===== config.mk =====
export PLATFORM = sky130hd
export DESIGN_NAME = seg_scan_ctrl_flat
export DESIGN_NICKNAME = d
export VERILOG_FILES = /design/src/rtl/seg_scan_pkg.sv /design/src/rtl/seg_scan_ctrl_if.sv /design/src/rtl/seg_scan_timer.sv /design/src/rtl/seg_scan_ctrl.sv /design/src/flat_wrapper.sv
export SDC_FILE = /design/constraint.sdc
export NUM_CORES = 1
export LEC_CHECK = 0
export ABC_AREA = 1
export CORE_UTILIZATION = 23
export DETAILED_ROUTE_END_ITERATION = 16
export PLACE_DENSITY = 0.49
export SYNTH_ARGS = -nofsm -noshare
export SYNTH_HDL_FRONTEND = slang
export SYNTH_SLANG_ARGS = --single-unit
export TNS_END_PERCENT = 1

===== constraint.sdc =====
create_clock -name i_clk -period 2.4 [get_ports i_clk]
set_input_delay 0.48 -clock i_clk [delete_from_list [all_inputs] [get_ports i_clk]]
set_output_delay 0.48 -clock i_clk [all_outputs]
set_load 0.05 [all_outputs]

===== src/rtl/seg_scan_pkg.sv =====
// Shared types and helpers for the multiplexed seven-segment scan controller.
// Pure definitions: no latency, no flow control.
package seg_scan_pkg;

    localparam int DIGIT_W    = 4;
    localparam int MAX_DIGITS = 8;
    localparam int BANK_W     = MAX_DIGITS * DIGIT_W;

    typedef enum logic [1:0] {
        IDLE  = 2'd0,
        BLANK = 2'd1,
        SHOW  = 2'd2
    } state_t;

    // Digit i (i>0) is blanked when it and every higher digit read zero.
    function automatic logic [MAX_DIGITS-1:0] lzb_mask(
        input logic [BANK_W-1:0] bank,
        input int                num_digits
    );
        logic                  all_zero;
        logic [MAX_DIGITS-1:0] mask;
        all_zero = 1'b1;
        mask     = '0;
        for (int i = MAX_DIGITS - 1; i >= 0; i--) begin
            if (i < num_digits) begin
                all_zero = all_zero && (bank[i*DIGIT_W +: DIGIT_W] == '0);
                mask[i]  = (i > 0) && all_zero;
            end
        end
        return mask;
    endfunction

endpackage


===== src/rtl/seg_scan_ctrl_if.sv =====
// Host write/commit inputs and decoder/digit-drive outputs of the scan controller.
// Plain wiring bundle: no latency, no flow control.
interface seg_scan_ctrl_if #(
    parameter int NUM_DIGITS = 4,
    parameter int ADDR_W     = 2
);
    import seg_scan_pkg::*;

    logic                  i_disp_on;
    logic                  i_lzb_en;
    logic                  i_wr_en;
    logic [ADDR_W-1:0]     i_wr_addr;
    logic [DIGIT_W-1:0]    i_wr_data;
    logic                  i_commit;
    logic [DIGIT_W-1:0]    o_dec_a;
    logic                  o_dec_en;
    logic [NUM_DIGITS-1:0] o_dig_sel;
    logic                  o_frame_done;
    logic                  o_pending;

    modport slave (
        input  i_disp_on, i_lzb_en, i_wr_en, i_wr_addr, i_wr_data, i_commit,
        output o_dec_a, o_dec_en, o_dig_sel, o_frame_done, o_pending
    );

    modport master (
        output i_disp_on, i_lzb_en, i_wr_en, i_wr_addr, i_wr_data, i_commit,
        input  o_dec_a, o_dec_en, o_dig_sel, o_frame_done, o_pending
    );

endinterface


===== src/rtl/seg_scan_timer.sv =====
// Phase counter: counts 0..i_last, flags terminal count, wraps; i_clr forces 0.
// Latency: o_tc is combinational from the count register; no backpressure.
module seg_scan_timer #(
    parameter int CNT_W = 16
) (
    input  logic             i_clk,
    input  logic             i_rst,
    input  logic             i_clr,
    input  logic [CNT_W-1:0] i_last,
    output logic [CNT_W-1:0] o_cnt,
    output logic             o_tc
);

    logic [CNT_W-1:0] r_cnt;

    assign o_cnt = r_cnt;
    assign o_tc  = (r_cnt == i_last);

    always_ff @(posedge i_clk or posedge i_rst) begin
        if (i_rst) begin
            r_cnt <= '0;
        end else if (i_clr || o_tc) begin
            r_cnt <= '0;
        end else begin
            r_cnt <= r_cnt + 1'b1;
        end
    end

endmodule


===== src/rtl/seg_scan_ctrl.sv =====
// Double-buffered multiplexed seven-segment scanner with inter-digit blanking.
// Latency: all outputs registered from next-state decode; free-running, no backpressure.
module seg_scan_ctrl #(
    parameter int NUM_DIGITS = 4,
    parameter int ADDR_W     = 2,
    parameter int SHOW_CYC   = 50000,
    parameter int BLANK_CYC  = 8,
    parameter int CNT_W      = 16
) (
    input  logic            i_clk,
    input  logic            i_rst,
    seg_scan_ctrl_if.slave  io_scan
);
    import seg_scan_pkg::*;

    localparam logic [ADDR_W-1:0] LAST_IDX   = ADDR_W'(NUM_DIGITS - 1);
    localparam logic [CNT_W-1:0]  SHOW_LAST  = CNT_W'(SHOW_CYC - 1);
    localparam logic [CNT_W-1:0]  BLANK_LAST = CNT_W'(BLANK_CYC - 1);
    localparam logic [CNT_W-1:0]  SHOW_PRE   = CNT_W'(SHOW_CYC - 2);

    state_t                               r_state, w_state_nxt;
    logic [ADDR_W-1:0]                    r_idx, w_idx_nxt;
    logic [NUM_DIGITS-1:0][DIGIT_W-1:0]   r_shadow, r_display;
    logic                                 r_pending, r_frame_done, r_dec_en;
    logic [DIGIT_W-1:0]                   r_dec_a;
    logic [NUM_DIGITS-1:0]                r_dig_sel;

    logic [CNT_W-1:0]      w_cnt, w_last;
    logic                  w_tc, w_tmr_clr, w_fd_nxt, w_dec_en;
    logic [DIGIT_W-1:0]    w_dec_a;
    logic [NUM_DIGITS-1:0] w_dig_sel, w_lzb;

    assign w_last    = (r_state == SHOW) ? SHOW_LAST : BLANK_LAST;
    assign w_tmr_clr = (r_state == IDLE) || !io_scan.i_disp_on;
    assign w_lzb     = NUM_DIGITS'(lzb_mask(BANK_W'(r_display), NUM_DIGITS));

    seg_scan_timer #(.CNT_W(CNT_W)) u_timer (
        .i_clk  (i_clk),
        .i_rst  (i_rst),
        .i_clr  (w_tmr_clr),
        .i_last (w_last),
        .o_cnt  (w_cnt),
        .o_tc   (w_tc)
    );

    always_ff @(posedge i_clk or posedge i_rst) begin
        if (i_rst) begin
            r_state <= IDLE;
            r_idx   <= '0;
        end else begin
            r_state <= w_state_nxt;
            r_idx   <= w_idx_nxt;
        end
    end

    always_comb begin
        w_state_nxt = r_state;
        w_idx_nxt   = r_idx;
        if (!io_scan.i_disp_on) begin
            w_state_nxt = IDLE;
            w_idx_nxt   = '0;
        end else begin
            case (r_state)
                IDLE: begin
                    w_state_nxt = BLANK;
                    w_idx_nxt   = '0;
                end
                BLANK: begin
                    if (w_tc) w_state_nxt = SHOW;
                end
                SHOW: begin
                    if (w_tc) begin
                        w_state_nxt = BLANK;
                        w_idx_nxt   = (r_idx == LAST_IDX) ? '0 : r_idx + 1'b1;
                    end
                end
                default: begin
                    w_state_nxt = IDLE;
                    w_idx_nxt   = '0;
                end
            endcase
        end
    end

    // Outputs are decoded from the next state so they line up with the state register.
    always_comb begin
        w_dig_sel = '0;
        w_dec_a   = '0;
        w_dec_en  = 1'b0;
        if (w_state_nxt == SHOW) begin
            w_dig_sel = NUM_DIGITS'(1) << w_idx_nxt;
            w_dec_a   = r_display[w_idx_nxt];
            w_dec_en  = !(io_scan.i_lzb_en && w_lzb[w_idx_nxt]);
        end
        if (SHOW_CYC > 1) begin
            w_fd_nxt = io_scan.i_disp_on && (r_state == SHOW) && (r_idx == LAST_IDX)
                       && (w_cnt == SHOW_PRE);
        end else begin
            w_fd_nxt = io_scan.i_disp_on && (r_state == BLANK) && (r_idx == LAST_IDX) && w_tc;
        end
    end

    always_ff @(posedge i_clk or posedge i_rst) begin
        if (i_rst) begin
            r_dig_sel    <= '0;
            r_dec_a      <= '0;
            r_dec_en     <= 1'b0;
            r_frame_done <= 1'b0;
        end else begin
            r_dig_sel    <= w_dig_sel;
            r_dec_a      <= w_dec_a;
            r_dec_en     <= w_dec_en;
            r_frame_done <= w_fd_nxt;
        end
    end

    // The copy reads the pre-write shadow, so a same-cycle write lands only in shadow.
    always_ff @(posedge i_clk or posedge i_rst) begin
        if (i_rst) begin
            r_shadow  <= '0;
            r_display <= '0;
            r_pending <= 1'b0;
        end else begin
            if (r_frame_done && r_pending) r_display <= r_shadow;
            if (io_scan.i_commit)          r_pending <= 1'b1;
            else if (r_frame_done)         r_pending <= 1'b0;
            if (io_scan.i_wr_en && (int'(io_scan.i_wr_addr) < NUM_DIGITS))
                r_shadow[io_scan.i_wr_addr] <= io_scan.i_wr_data;
        end
    end

    assign io_scan.o_dig_sel    = r_dig_sel;
    assign io_scan.o_dec_a      = r_dec_a;
    assign io_scan.o_dec_en     = r_dec_en;
    assign io_scan.o_frame_done = r_frame_done;
    assign io_scan.o_pending    = r_pending;

endmodule


===== src/flat_wrapper.sv =====
// flat-port wrapper written by rule: the top's interface ports become plain ports
module seg_scan_ctrl_flat import seg_scan_pkg::*;
#(
    parameter int NUM_DIGITS = 4,
    parameter int ADDR_W     = 2,
    parameter int SHOW_CYC   = 50000,
    parameter int BLANK_CYC  = 8,
    parameter int CNT_W      = 16
)
  (i_clk, i_rst, io_scan_i_disp_on, io_scan_i_lzb_en, io_scan_i_wr_en, io_scan_i_wr_addr, io_scan_i_wr_data, io_scan_i_commit, io_scan_o_dec_a, io_scan_o_dec_en, io_scan_o_dig_sel, io_scan_o_frame_done, io_scan_o_pending);
  seg_scan_ctrl_if #(.NUM_DIGITS(NUM_DIGITS), .ADDR_W(ADDR_W)) io_scan_i ();
  input  logic i_clk;
  input  logic i_rst;
  input wire logic [$bits(io_scan_i.i_disp_on)-1:0] io_scan_i_disp_on;
  input wire logic [$bits(io_scan_i.i_lzb_en)-1:0] io_scan_i_lzb_en;
  input wire logic [$bits(io_scan_i.i_wr_en)-1:0] io_scan_i_wr_en;
  input wire logic [$bits(io_scan_i.i_wr_addr)-1:0] io_scan_i_wr_addr;
  input wire logic [$bits(io_scan_i.i_wr_data)-1:0] io_scan_i_wr_data;
  input wire logic [$bits(io_scan_i.i_commit)-1:0] io_scan_i_commit;
  output wire logic [$bits(io_scan_i.o_dec_a)-1:0] io_scan_o_dec_a;
  output wire logic [$bits(io_scan_i.o_dec_en)-1:0] io_scan_o_dec_en;
  output wire logic [$bits(io_scan_i.o_dig_sel)-1:0] io_scan_o_dig_sel;
  output wire logic [$bits(io_scan_i.o_frame_done)-1:0] io_scan_o_frame_done;
  output wire logic [$bits(io_scan_i.o_pending)-1:0] io_scan_o_pending;
  assign io_scan_i.i_disp_on = io_scan_i_disp_on;
  assign io_scan_i.i_lzb_en = io_scan_i_lzb_en;
  assign io_scan_i.i_wr_en = io_scan_i_wr_en;
  assign io_scan_i.i_wr_addr = io_scan_i_wr_addr;
  assign io_scan_i.i_wr_data = io_scan_i_wr_data;
  assign io_scan_i.i_commit = io_scan_i_commit;
  assign io_scan_o_dec_a = io_scan_i.o_dec_a;
  assign io_scan_o_dec_en = io_scan_i.o_dec_en;
  assign io_scan_o_dig_sel = io_scan_i.o_dig_sel;
  assign io_scan_o_frame_done = io_scan_i.o_frame_done;
  assign io_scan_o_pending = io_scan_i.o_pending;
  seg_scan_ctrl #(.NUM_DIGITS(NUM_DIGITS), .ADDR_W(ADDR_W), .SHOW_CYC(SHOW_CYC), .BLANK_CYC(BLANK_CYC), .CNT_W(CNT_W)) u_core (.i_clk(i_clk), .i_rst(i_rst), .io_scan(io_scan_i));
endmodule

==> impl_metrics.toml, run 1 <==
[run_status]
outcome = "finished clean"

[final_layout]
n_antenna_cell = 0
register_area_mm2 = 0.00158
drive_gt1_share_pct = 13.2
area.growth.synth_to_final_pct = 25.5
mostFrequentLayoutCells = "nand2_1 (69), dfrtp_1 (63), inv_1 (34)"
final_common_cell = "nand2_1"
n_fill_cell = 1324
stdcell_count = 523
final_area_mm2 = 0.00368
nets = 369
finish.utilization_pct = 30.1
multi_input_area_mm2 = 0.00119

[clock_network]
cts_buffer_depth = 2
cts_resized = 0
cts-htree-levels = 3
clkLatencyLatePin_ns = 0.33
clkTransAtPathRegs_ns = 0.06
root_buffer = "clkbuf_16"
cts_buffers = 9
postCtsHoldBufs = 0
cts_sinks = 63
tritoncts = "done"
postCtsSetupRepairBufs = 0

[run]
maxCapViolCount = 0

[drt]
vias = 2193
firstDrtPassIters = 4
viasPerCell = 4.19
drc = 0
wl_per_cell_um = 11.3
drtIter0Drc = 77
antenna_left = 0
drt_wl_total_mm = 5.90

[setup_path]
cp_max_fo = 8
path_buf_inv = 3
critPathTopFamily = "simple AND/OR/NAND/NOR gates"
crit_path_frequent_cell = "nand2_1"
critical_path.max_stage_delay_ns = 0.39
rrSetupSlack_ns = 0.33
cp.required_ns = 2.67
startpoint_type = "register"
endpoint_kind = "register"
worstPathArrival_ns = 2.33
worstSetupPathType = "register to register"
cpMaxStageDelayCell = "dfrtp_1"
crit_chain = "inv_1 > ha_1 > inv_1 > nand2_1 > nand3_4 > nand2_1 > nand3_1 > a21oi_2 > nand2_1 > nand3_1 > nand2_1 > inv_1"

[timing]
maxSlewHeadroom_pct = 50.9
tightest_slew_ns = 0.734
tns_ns = 0
fin_crit_sh_pct = 86.1
clock-skew-final_ns = 0.00939
drv_slew = 0
whs_ns = 0.458
setup_violations = 0
fmax_mhz = 484
finalHoldViolations = 0
fin_crit_ns = 2.07
grt_setup_unrepaired = "false"

[synth]
synth_cell_types = 34
seq_area_frac_synth_pct = 53.8
synth_seq_cells = 63
synth_area_leader_cell = "dfrtp_1"
synth_nets = 337
synth_top_area_share_pct = 53.8
syn_avg_cell_area_um2 = 9.21
ys.warnings.count = 0
synth_top_cells_by_area = "dfrtp_1 (54%), nand2_1 (8.8%), mux2_2 (4.6%)"
syn_inst = 318
syn-cell-area_mm2 = 0.00293

[die]
core_area_mm2 = 0.0122
ios = 23
start_util_pct = 24.0
die_w_um = 115
dieArea_mm2 = 0.0132
die_h_um = 115
std_cell_rows = 40

[pwr]
pwr-share-comb_pct = 4.2
clkPwrFrac_pct = 51.2
p_sw_share_pct = 22.8
power_frac_seq_pct = 44.5
p_int_mw = 1.97
power.leakage_nw = 1.68
power.density_mw_per_mm2 = 693
ir_drop_v = 0.000323
switchingPower_uw = 581

[grt]
grt_usage_pct = 10.2
grt_max_degree = 34
antenna_found_initial = 0
grt_first_pass_wirelength_mm = 10.4
grt_pass1_vias = 2305
overflow = 0

[place]
post-dp-hpwl_mm = 4.42
placedCellCount = 507
io_buffers = 22
dpl-instance-area_mm2 = 0.00337
routabilityCongestion = 0.747

[min_path]
hold_path.class = "input pin to async pin"
==> stage by stage <==
step	setup slack [ns]	power [mW]
finish	0.334	2.55
floorplan	0.350	1.21
detailed placement	0.313	1.26
global route	0.0915	2.66
global placement	0.354	1.26
CTS	0.329	2.59
==> worst reg2reg max path, delay by kind of cell (launching register included) <==
kind,cells,cell delay (ns)
compound gates,1,0.37
fa+ha+maj,1,0.29
simple gates,7,0.73
buf+inv,3,0.23
flops,1,0.39
==> cell usage after synthesis <==
master	number
nand2_4	1
inv_1	35
xor2_1	3
nor4_1	3
or2_2	1
o21a_1	2
a211oi_1	1
nor2_2	1
buf_6	1
dfrtp_1	63
nor2_1	32
a21o_1	1
nand4_1	5
o21bai_1	1
a21oi_4	1
nand2_1	69
o21ai_2	4
or4_1	1
clkbuf_1	3
inv_2	2
a21oi_1	9
nor3b_1	6
mux2_2	12
ha_1	7
nand3_4	1
nor3b_2	1
o211ai_1	1
nor3_1	12
o21ai_0	16
nand3_1	17
a21oi_2	1
nand2_2	2
o21ai_1	1
nand3b_1	2
==> power by group through the flow <==
stage	Sequential, mW	Clock [mW]	Combinational, mW
after floorplan	1.14	0	0.0653
after global placement	1.15	0	0.109
after detailed placement	1.15	0	0.112
after CTS	1.13	1.34	0.112
after global routing	1.14	1.40	0.125
final	1.13	1.30	0.108
==> cell type report <==
class                           count  area share, %
Clock buffer                        9           6.12
Multi-Input combinational cell    214           32.4
Inverter                           37           3.78
Tap cell                          168           5.72
Sequential cell                    63           42.9
Clock inverter                      7           2.14
Timing Repair Buffer               25           6.94
==> path summary, 6_finish.rpt <==
kind,from,cells past startpoint,to
hold / removal,i_rst,2,u_core.u_timer.o_cnt[14]
max in group asynchronous,i_rst,3,u_core.r_state[0]
setup reg to reg,u_core.r_state[0],12,u_core.io_scan.o_dec_en
setup / recovery,u_core.r_state[0],12,u_core.io_scan.o_dec_en
hold reg to reg,u_core.r_shadow[1],2,u_core.r_shadow[1]
min in group i_clk,u_core.r_shadow[1],2,u_core.r_shadow[1]
==> cells by family after synthesis <==
group	share of synthesized area (%)
AO/OA/AOI/OAI	8.03
XOR/XNOR	0.897
adder cells (fa/ha/maj)	2.99
buffers and inverters	5.51
flip-flops	53.8
multiplexers	4.61
AND/OR/NAND/NOR	24.2
==> routing by layer <==
layer / vias to the layer above / wire length, µm / track usage, % / part of all wire [%]
li1: 1109 / - / - / -
met1: 1043 / 2690 / 11.7 / 46
met2: 28 / 2920 / 17.6 / 49
met3: 13 / 158 / 3.32 / 2.7
met4: 0 / 126 / 3.98 / 2.1
met5: - / 0 / 0 / 0
==> registers in the layout (all words and copies together), names as in the netlist <==
register,flops
u_core.r_display,16
u_core.r_shadow,16
u_core.u_timer.o_cnt,16
u_core.io_scan.o_dec_a,4
u_core.io_scan.o_dig_sel,4
u_core.r_idx,2
u_core.r_state,2
u_core.io_scan.o_dec_en,1
u_core.io_scan.o_frame_done,1
u_core.io_scan.o_pending,1
Note: power is estimated with default switching activity, not from simulation.
==> inputs of run 2 (changes only) <==
--- a/config.mk
+++ b/config.mk
@@ -11,5 +11,6 @@
 export PLACE_DENSITY = 0.49
 export SYNTH_ARGS = -nofsm -noshare
 export SYNTH_HDL_FRONTEND = slang
+export SYNTH_HIERARCHICAL = 1
 export SYNTH_SLANG_ARGS = --single-unit
 export TNS_END_PERCENT = 1
==> impl_metrics.toml, run 2 <==
[clock_network]
root_buffer = "clkbuf_16"
clkLatencyLatePin_ns = 0.33
clkTransAtPathRegs_ns = 0.06
cts_buffer_depth = 2
cts-htree-levels = 3
postCtsHoldBufs = 0
tritoncts = "done"
cts_buffers = 9
cts_sinks = 63

[setup_path]
cpMaxStageDelayCell = "dfrtp_1"
cp.required_ns = 2.64
endpoint_kind = "register"
worstSetupPathType = "register to register"
rr_worst_depth = 19
rrSetupSlack_ns = 0.16
startpoint_type = "register"
crit_chain = "inv_2 > ha_4 > buf_4 > nand2_1 > nand2_1 > nor2_1 > nand2_1 > nor2_1 > nand2_2 > inv_2 > nand2_1 > inv_2 > nand2_2 > nand3_4 > buf_4 > nand3_1 > nand2_1 > nand2_1 > a21oi_1"
r2r-end = "u_core/io_scan.o_dec_a[3]"
worstPathArrival_ns = 2.48
critPathLaunch = "u_core/r_state[0]"
cp_max_fo = 8
crit_path_frequent_cell = "nand2_1"
worst_r2r_startpoint = "u_core/r_state[0]"
critical_path.max_stage_delay_ns = 0.38
critPathCapture = "u_core/io_scan.o_dec_a[3]"

[drt]
drtIter0Drc = 142
viasPerCell = 4.08
firstDrtPassIters = 4
wl_per_cell_um = 11.5
antenna_left = 0
vias = 2588
drc = 0
drt_wl_total_mm = 7.27

[synth]
syn-cell-area_mm2 = 0.00323
synth_most_common_cell = "nand2_1"
synth_seq_cells = 63
synth_common_cells = "nand2_1 (119), dfrtp_1 (63), inv_1 (52)"
syn_inst = 396
ys.warnings.count = 6
synth_edf_count = 0
synthFlopType = "dfrtp_1"
async_flop_share_pct = 100
synth_area_leader_cell = "dfrtp_1"
syn_avg_cell_area_um2 = 8.16
synth_top_area_share_pct = 48.8
seq_area_frac_synth_pct = 48.8
synth_cell_types = 30
synth_top_cells_by_area = "dfrtp_1 (49%), nand2_1 (14%), inv_1 (6.0%)"

[final_layout]
final_common_cell = "nand2_1"
drive_gt1_share_pct = 14.6
n_antenna_cell = 0
mostFrequentLayoutCells = "nand2_1 (118), dfrtp_1 (62), inv_1 (49)"
final_area_mm2 = 0.00417
nets = 471
area.growth.synth_to_final_pct = 29.0

[timing]
clock-skew-final_ns = 0.00459
finalHoldViolations = 0
drv_slew = 0
fin_crit_sh_pct = 93.2
fmax_mhz = 447
maxSlewHeadroom_pct = 53.6
fin_crit_ns = 2.24
grt_setup_unrepaired = "true"
setup_violations = 0
tightest_slew_ns = 0.696

[pwr]
ir_drop_v = 0.000327
finalPower_mw = 2.70
power.density_mw_per_mm2 = 649
power.leakage_nw = 2.00

[place]
io_buffers = 22
post-dp-hpwl_mm = 5.31
dpl-instance-area_mm2 = 0.00374
routabilityCongestion = 0.800

[grt]
grt_pass1_vias = 2502
grt_first_pass_wirelength_mm = 12.1
antenna_found_initial = 0
grt_max_degree = 25
grt_usage_pct = 10.8
overflow = 0

[die]
die_h_um = 121
std_cell_rows = 42
core_area_mm2 = 0.0135
dieArea_mm2 = 0.0145
die_w_um = 121
start_util_pct = 24.0
ios = 23

[min_path]
whs_path_depth = 2
hold_path.class = "register to register"

[run_status]
outcome = "finished clean"

[run]
maxCapViolCount = 0
## run 2: changes by cell type in the layout (fill, tap and decap cells not counted), moves of 8 or more
cell     change
nor2_1      +14
conb_1      +20
inv_1       +15
nand2_1     +49
xor2_1       +8
## run 2: layout make-up
type	count	area, µm²
Multi-Input combinational cell	291	1520
Timing Repair Buffer	31	300
Clock inverter	7	104
Inverter	57	219
Sequential cell	63	1580
Clock buffer	9	225
Tap cell	176	220
Fill cell	1449	9280
## run 2: report_power, final
group          switching (mW)  internal [mW]
logic                  0.0839         0.0526
clock network           0.509          0.921
registers              0.0299           1.11
## run 2: cells by family after synthesis
| family | Yosys count | synth area share, % |
|---|---|---|
| and+or+nand+nor | 213 | 28.3 |
| DFF | 63 | 48.8 |
| buffers and inverters | 60 | 7.47 |
| AOI/OAI and AO/OA | 25 | 4.37 |
| muxes | 15 | 5.23 |
| xor gates and xnor gates | 12 | 3.25 |
| adders and majority gates | 6 | 2.32 |
| other | 2 | 0.232 |
## run 2: through the flow
step           setup WS [ns]  instances  utilization [%]  setup TNS [ns]  hold WS [ns]
2_1_floorplan          0.155        414                -               0         0.394
3_3_place_gp         -0.0345        611             27.8         -0.0721         0.472
3_5_place_dp          -0.110        611             27.8          -0.392         0.478
4_1_cts              0.00434        627             30.3               0         0.493
5_1_grt              -0.0806        634             31.0          -0.352         0.510
6_report               0.164        634             31.0               0         0.489
## run 2: worst min-delay path by stage
stage / from / endpoint
final: u_core/r_shadow[2] / u_core/r_shadow[2]
after global routing: u_core/r_display[3] / u_core/r_display[3]
after CTS: u_core/r_shadow[2] / u_core/r_shadow[2]
after detailed placement: u_core/r_shadow[2] / u_core/r_shadow[2]
after global placement: u_core/r_shadow[4] / u_core/r_shadow[4]
after floorplan: i_rst / u_core/u_timer/o_cnt[0]
## run 2: routing by layer
metal | track usage [%] | share of wire, % | vias to the layer above
met4 | 4.32 | 0.91 | 0
met1 | 13.8 | 49 | 1219
met2 | 17.4 | 47 | 37
li1 | - | - | 1327
met3 | 3.02 | 3.1 | 5
met5 | 0 | 0 | -
## run 2: timing repair
action	CTS	global route
gates resized for setup	1	13
pin swaps	0	3
setup buffers	0	7
endpoints found under the setup margin	9	11
## run 2: critical path, delay by kind of cell (launching register included)
family | cells | cell delay (ns)
and+or+nand+nor | 12 | 0.92
buffers and inverters | 5 | 0.51
DFF | 1 | 0.38
adders and majority gates | 1 | 0.19
AOI/OAI and AO/OA | 1 | 0.15
==> inputs of run 3 (changes only) <==
--- a/config.mk
+++ b/config.mk
@@ -13,4 +13,4 @@
 export SYNTH_HDL_FRONTEND = slang
 export SYNTH_HIERARCHICAL = 1
 export SYNTH_SLANG_ARGS = --single-unit
-export TNS_END_PERCENT = 1
+export TNS_END_PERCENT = 50
==> impl_metrics.toml, run 3 (synthesized netlist as in run 2, its figures left out) <==
[timing]
setup_violations = 0
tightest_slew_ns = 0.694
drv_slew = 0
clock-skew-final_ns = 0.00459
fin_crit_ns = 2.19
maxSlewHeadroom_pct = 53.7
fmax_mhz = 457
grt_setup_unrepaired = "true"
finalHoldViolations = 0
whs_ns = 0.489
fin_crit_sh_pct = 91.2

[grt]
grt-busiest-layer = "met2"
grt_usage_pct = 10.8
grt_pass1_vias = 2502
grt_max_degree = 25
overflow = 0
grt_first_pass_wirelength_mm = 12.1
met3_usage_pct = 3.02
use_met2_pct = 17.4
use_met1_pct = 13.8
antenna_found_initial = 0

[clock_network]
cts_buffers = 9
cts_sinks = 63
cts-htree-levels = 3
root_buffer = "clkbuf_16"
clkLatencyLatePin_ns = 0.33
tritoncts = "done"
postCtsHoldBufs = 0
cts_buffer_depth = 2
clkTransAtPathRegs_ns = 0.06

[final_layout]
register_area_mm2 = 0.00158
nets = 471
drive_gt1_share_pct = 15.1
area.growth.synth_to_final_pct = 29.3
mostFrequentLayoutCells = "nand2_1 (117), dfrtp_1 (62), inv_1 (49)"
multi_input_area_mm2 = 0.00153
n_antenna_cell = 0
finish.utilization_pct = 31.1
n_fill_cell = 1449
final_area_mm2 = 0.00418
final_common_cell = "nand2_1"

[die]
dieArea_mm2 = 0.0145
core_area_mm2 = 0.0135
std_cell_rows = 42
start_util_pct = 24.0
ios = 23
die_w_um = 121
die_h_um = 121

[drt]
firstDrtPassIters = 4
drtIter0Drc = 143
drt_wl_total_mm = 7.27
antenna_left = 0
vias = 2588
drc = 0
viasPerCell = 4.08
wl_per_cell_um = 11.5

[run_status]
outcome = "finished clean"

[setup_path]
worstPathArrival_ns = 2.38
crit_chain = "inv_2 > ha_4 > buf_6 > nand2_1 > nand2_1 > nor2_1 > nand2_1 > nor2_1 > nand2_2 > inv_2 > buf_4 > nand2_1 > o2111ai_4 > nor2_1"
critPathTopFamily = "simple AND/OR/NAND/NOR gates"
cp.required_ns = 2.59
cp_max_fo = 9
startpoint_type = "register"
path_buf_inv = 4
crit_path_frequent_cell = "nand2_1"
cpMaxStageDelayCell = "dfrtp_1"
endpoint_kind = "register"
critical_path_depth = 14
worstSetupPathType = "register to register"
critical_path.max_stage_delay_ns = 0.38
rr_worst_depth = 14

[min_path]
hold_path.class = "register to register"
whs_path_depth = 2

[place]
dpl-instance-area_mm2 = 0.00374
post-dp-hpwl_mm = 5.31
routabilityCongestion = 0.800
io_buffers = 22

[pwr]
ir_drop_v = 0.000327
power.density_mw_per_mm2 = 647
power.leakage_nw = 2.01

[run]
maxCapViolCount = 0
==> run 3: cell types whose count changed in the layout (fill, tap and decap cells not counted) <==
cell / delta
a21oi_1: -1
inv_4: -1
buf_4: -2
inv_2: +1
nand2_2: +1
nand2_1: -1
a21oi_2: +1
buf_6: +2
==> run 3: metal layers <==
layer	up-vias	share of wire, %
met5	-	0
li1	1325	-
met4	0	0.99
met1	1221	49
met2	35	47
met3	7	2.8
==> run 3: worst paths after layout <==
path / start / endpoint / slack (ns)
hold / removal: u_core/r_shadow[2] / u_core/r_shadow[2] / 0.49
max in group asynchronous: i_rst / u_core/r_shadow[13] / 1.33
min in group asynchronous: i_rst / u_core/io_scan.o_dig_sel[3] / 0.54
setup / recovery: u_core/r_state[0] / u_core/io_scan.o_dig_sel[3] / 0.21
setup reg to reg: u_core/r_state[0] / u_core/io_scan.o_dig_sel[3] / 0.21
hold reg to reg: u_core/r_shadow[2] / u_core/r_shadow[2] / 0.49
==> run 3: layout make-up <==
class / count / share of cell area [%]
flip-flops and latches: 63 / 37.7
clock buffers: 9 / 5.39
multi-input cells: 291 / 36.6
clock inverters: 7 / 2.48
repair buffers: 31 / 7.36
inverters: 57 / 5.18
well taps: 176 / 5.27
==> run 3: metrics by stage <==
step / setup slack [ns] / total power, mW / setup TNS, ns / std cells
finish: 0.211 / 2.71 / 0 / 634
global route: -0.0438 / 2.83 / -0.131 / 634
CTS: 0.00434 / 2.75 / 0 / 627
detailed placement: -0.110 / 1.30 / -0.392 / 611
global placement: -0.0345 / 1.29 / -0.0721 / 611
floorplan: 0.155 / 1.24 / 0 / 414
==> run 3: timing repair <==
| item | 4_1_cts | 5_1_grt |
|---|---|---|
| endpoints found under the setup margin | 9 | 11 |
| cloned | 0 | 0 |
| pin swaps | 0 | 5 |
| resized for setup | 1 | 16 |
| setup buffers | 0 | 7 |
==> run 3: worst register-to-register path: cells and delay by family (launching register included) <==
family	cells	cell delay, ns
flops	1	0.38
buf+inv	4	0.40
fa+ha+maj	1	0.19
simple gates	8	0.71
compound gates	1	0.36
==> run 3: power by group <==
| group | switching [mW] | internal, mW | leakage, nW |
|---|---|---|---|
| Sequential | 0.0299 | 1.11 | 0.846 |
| Clock | 0.510 | 0.921 | 0.161 |
| Combinational | 0.0839 | 0.0526 | 0.999 |
